File: src/rtl/imm_ext_pipe.sv
// Registered immediate extender: zero/sign/upper/branch conversion behind a
// valid/ready interface with a 2-entry (output + skid) buffer and flush.
module imm_ext_pipe #(
  parameter int unsigned IN_W  = 16,
  parameter int unsigned OUT_W = 32
) (
  input  logic             clk,
  input  logic             rst,
  input  logic             flush,
  input  logic             in_valid,
  output logic             in_ready,
  input  logic [IN_W-1:0]  in_imm,
  input  logic [1:0]       in_mode,
  output logic             out_valid,
  input  logic             out_ready,
  output logic [OUT_W-1:0] out_data,
  output logic [1:0]       out_mode
);

  localparam int unsigned EXT_W = OUT_W - IN_W;

  // Branch mode needs two spare bits above the immediate for the <<2.
  if (OUT_W < IN_W + 2) begin : g_width_check
    $error("imm_ext_pipe: OUT_W must be at least IN_W+2");
  end

  localparam logic [1:0] MODE_ZERO   = 2'b00;
  localparam logic [1:0] MODE_SIGN   = 2'b01;
  localparam logic [1:0] MODE_UPPER  = 2'b10;

  // Encoding chosen so bit 0 is out_valid and bit 1 is skid_valid.
  typedef enum logic [1:0] {
    S_EMPTY = 2'b00,
    S_ONE   = 2'b01,
    S_FULL  = 2'b11
  } state_t;

  state_t           state;
  state_t           state_nxt;
  logic [OUT_W-1:0] skid_data;
  logic [1:0]       skid_mode;
  logic [OUT_W-1:0] conv_c;
  logic [OUT_W-1:0] sext_c;
  logic             drain_c;
  logic             accept_c;
  logic             load_out_in;
  logic             load_out_skid;
  logic             load_skid;

  assign out_valid = state[0];
  assign in_ready  = ~state[1];
  assign drain_c   = ~state[0] | out_ready;
  assign accept_c  = in_valid & ~state[1];

  // Immediate conversion for the word presented this cycle.
  always_comb begin
    sext_c = OUT_W'($signed(in_imm));
    conv_c = '0;
    case (in_mode)
      MODE_ZERO:  conv_c = OUT_W'(in_imm);
      MODE_SIGN:  conv_c = sext_c;
      MODE_UPPER: conv_c = OUT_W'(in_imm) << EXT_W;
      default:    conv_c = sext_c << 2;
    endcase
  end

  // Next-state and register load selects.
  always_comb begin
    state_nxt     = state;
    load_out_in   = 1'b0;
    load_out_skid = 1'b0;
    load_skid     = 1'b0;
    case (state)
      S_EMPTY: begin
        if (accept_c) begin
          state_nxt   = S_ONE;
          load_out_in = 1'b1;
        end
      end
      S_ONE: begin
        if (drain_c) begin
          if (accept_c) begin
            load_out_in = 1'b1;
          end else begin
            state_nxt = S_EMPTY;
          end
        end else if (accept_c) begin
          state_nxt = S_FULL;
          load_skid = 1'b1;
        end
      end
      S_FULL: begin
        if (out_ready) begin
          state_nxt     = S_ONE;
          load_out_skid = 1'b1;
        end
      end
      default: state_nxt = S_EMPTY;
    endcase
  end

  // State register; flush clears the valids but leaves data stale.
  always_ff @(posedge clk) begin
    if (rst) begin
      state <= S_EMPTY;
    end else if (flush) begin
      state <= S_EMPTY;
    end else begin
      state <= state_nxt;
    end
  end

  // Output and skid payload registers.
  always_ff @(posedge clk) begin
    if (rst) begin
      out_data  <= '0;
      out_mode  <= MODE_ZERO;
      skid_data <= '0;
      skid_mode <= MODE_ZERO;
    end else if (!flush) begin
      if (load_out_skid) begin
        out_data <= skid_data;
        out_mode <= skid_mode;
      end else if (load_out_in) begin
        out_data <= conv_c;
        out_mode <= in_mode;
      end
      if (load_skid) begin
        skid_data <= conv_c;
        skid_mode <= in_mode;
      end
    end
  end

endmodule

File: config.mk
export PLATFORM = sky130hd
export DESIGN_NAME = imm_ext_pipe
export DESIGN_NICKNAME = d
export VERILOG_FILES = /design/src/rtl/imm_ext_pipe.sv
export SDC_FILE = /design/constraint.sdc
export NUM_CORES = 1
export LEC_CHECK = 0
export ABC_AREA = 1
export CORE_MARGIN = 2
export CORE_UTILIZATION = 54
export CTS_CLUSTER_SIZE = 40
export DETAILED_ROUTE_END_ITERATION = 7
export GPL_ROUTABILITY_DRIVEN = 0
export PLACE_DENSITY_LB_ADDON = 0.25
export SLEW_MARGIN = 20
export SYNTH_ARGS = -nofsm -noshare
export SYNTH_HDL_FRONTEND = slang
export SYNTH_SLANG_ARGS = --single-unit
File: constraint.sdc
create_clock -name clk -period 2 [get_ports clk]
set_input_delay 0.4 -clock clk [delete_from_list [all_inputs] [get_ports clk]]
set_output_delay 0.4 -clock clk [all_outputs]
set_load 0.03 [all_outputs]
==> flow_metrics.tcl <==
set metrics [dict create \
    core_um2 6680 \
    vias 3692 \
    clockRootBuffer "clkbuf_8" \
    yosysTopAreaCellShare_pct 38.1 \
    numCtsBuffers 9 \
    relSlewSlack_pct 62.0 \
    syn-num-nets 624 \
    crit_path_top_delay_cell "clkdlybuf4s50_1" \
    grt_util_all_layers_pct 25.0 \
    finish.instance_area_um2 4510 \
    hold_class "reg2reg" \
    vias_per_cell 5.04 \
    crit_path_end_kind "primary output" \
    wire_per_inst_um 11.8 \
    async_flop_share_pct 0 \
    setup_viol 0 \
    synthTopCellsByCount "nand2_1, nor2_1, dfxtp_1" \
    synth_cells 597 \
    ys_seq_area_share_pct 38.1 \
    yosys.area.top_type "dfxtp_1" \
    clock_latency_ns 0.36 \
    start_util_pct 55.1 \
    postCtsHoldBufs 0 \
    grt_start_max_net_pins 69 \
    start_kind "register" \
    nets 675 \
    fp-row-count 30 \
    cts_setup_buffers 0 \
    gr-total-overflow 0 \
    path_buf_inv 2 \
    drt_iter0_markers 274 \
    synth_compound_area_share_pct 8.71 \
    critical-path-top-delay-family "buffers and inverters" \
    crit_chain "inv_1, clkdlybuf4s50_1" \
    first_global_vias 3349 \
    ant_nets 0 \
    clk_pin_slew_ns 0.07 \
    num_io_pins 59 \
    fp.dieH_um 86.5 \
    syn_to_final_growth_pct 22.5 \
    critical-path-max-stage-delay_ns 0.68 \
    synth_edf_count 0 \
    period_minus_slack_ns 1.94 \
    synth.top_cells.by_area "dfxtp_1, nand2_1, nor2_1" \
    synth-xor-area-share_pct 0 \
    drive_gt1_share_pct 7.66 \
    htree_levels 3 \
    synth_mux_area_share_pct 0 \
    drtPass1Iterations 5 \
    fin_crit_sh_pct 96.8 \
    routed_wl_um 8620 \
    dpl_cell_area_um2 4330 \
    antenna_found_initial 0 \
    ys_ff_latch 70 \
    grt_pass1_wl_um 15000 \
    powerDensity_nw_per_um2 733 \
    setup_tns_ns 0 \
    clkSinkCount 70 \
    drc 0 \
    synth_area_um2 3680 \
    synthFlopType "dfxtp_1" \
    clock_path_buffers 2 \
    fin_worst_skew_ns 0.00575 \
    rsz0062_at_grt "false" \
    synth_fa_ha_area_share_pct 1.36 \
    crit_fanout 5 \
    cts_tree "built" \
    syn_avg_cell_area_um2 6.16 \
    status "finished, final reports clean" \
    diodes 0 \
    maxCapViolCount 0 \
    port_buffers 58 \
    die-area_um2 7490 \
    ys_warn_count 0 \
    final_max_slew_viol_count 0 \
    yosysMostFrequentCell "nand2_1" \
    power.leakage_nw 2.33 \
    worstSetupPathType "reg2out" \
    dp_hpwl_um 6020 \
    nFillCells 599 \
    synthSimpleGateAreaFrac_pct 39.4 \
    hold_viol_final 0 \
    max_freq_mhz 516 \
    synth_top_family_by_area "simple AND/OR/NAND/NOR gates" \
    cp.arrival_ns 1.54 \
    die_w_um 86.5 \
    tightest_slew_ns 0.569 \
    required_ns 1.60 \
    yosysUniqueCellTypes 23 \
    vdd_ir_drop_max_mv 0.480 \
]
[per-stage QoR]
stage	worst slack [ns]	total power, mW	std cells	hold WS, ns	utilization [%]
after floorplan	0.323	2.04	597	0.464	-
after global placement	0.102	2.30	717	0.479	64.8
after detailed placement	0.0359	2.31	717	0.475	64.8
after CTS	0.0287	3.32	733	0.494	67.4
after global routing	0.00142	3.48	733	0.521	67.4
final	0.0634	3.30	733	0.487	67.4
[cell type report]
class	instances	area (µm²)	area share (%)
Sequential cell	70	1400	31.1
Inverter	75	282	6.25
Clock buffer	10	138	3.05
Timing Repair Buffer	74	728	16.2
Multi-Input combinational cell	418	1820	40.4
Tap cell	80	100	2.22
Clock inverter	6	37.5	0.833
[worst reg2reg max path: stages (launching register included)]
cell     delay (ns)
dfxtp_1        0.49
inv_1          0.11
ha_1           0.23
nand3_1        0.08
nand2_1        0.06
inv_2          0.06
nand2_4        0.07
nand2_4        0.16
buf_4          0.24
nand2_1        0.08
nand2_1        0.06
nor2_1         0.04
[final timing paths]
check	from	endpoint	slack [ns]	depth (start not counted)
worst max-delay path	state[1]	in_ready	0.06	2
worst min register to register	out_data[31]	out_data[31]	0.49	2
worst max register to register	state[0]	out_data[23]	0.22	11
worst min-delay path	out_data[31]	out_data[31]	0.49	2
[report_power, final]
part | internal [mW] | switching [mW] | leakage (nW) | total (mW)
registers | 1.46 | 0.0374 | 0.570 | 1.50
logic | 0.304 | 0.471 | 1.67 | 0.775
clock network | 0.476 | 0.549 | 0.0841 | 1.02
[logic make-up (layout without fill, tap and decap cells)]
group / Yosys count / count (layout)
AOI/OAI and AO/OA: 61 / 61
adders and majority gates: 4 / 4
buffers and inverters: 109 / 165
DFF: 70 / 70
and+or+nand+nor: 353 / 353
[cells in the final DEF, fill, tap and decap left out]
cell type	synthesis	routed
nand2_1	154	154
nor2_1	136	136
dfxtp_1	70	70
inv_1	67	67
clkdlybuf4s50_1	0	57
nand3_1	50	50
o21ai_0	36	36
buf_4	1	14
o22ai_1	12	12
a21oi_1	11	11
clkbuf_8	0	10
inv_2	8	8
ha_1	4	4
nand2_2	3	3
nand3_2	3	3
clkinvlp_4	0	3
clkinv_2	0	3
nand2_4	2	2
nand3b_1	2	2
o21ai_1	2	2
buf_12	0	2
nor2_2	1	1
nor2_4	1	1
nand4_1	1	1
dlymetal6s2s_1	0	1
[sequential cells by signal, summed over array words and instances, names as in the netlist]
signal	count
out_data	32
skid_data	32
out_mode	2
skid_mode	2
state	2
[metal layers]
metal  vias up  wire (µm)  track usage (%)
met5         -          0                0
met4         0        148             9.80
met3        16        383             3.52
met2        88       4220             42.4
met1      1659       3880             32.1
li1       1929          -                -
[what timing repair did]
item / 4_1_cts / 5_1_grt
gates resized for setup: 0 / 1
setup endpoints to repair: 0 / 1
endpoints found under the hold margin: 0 / 0
No activity file was read; power rests on OpenSTA's default activity.
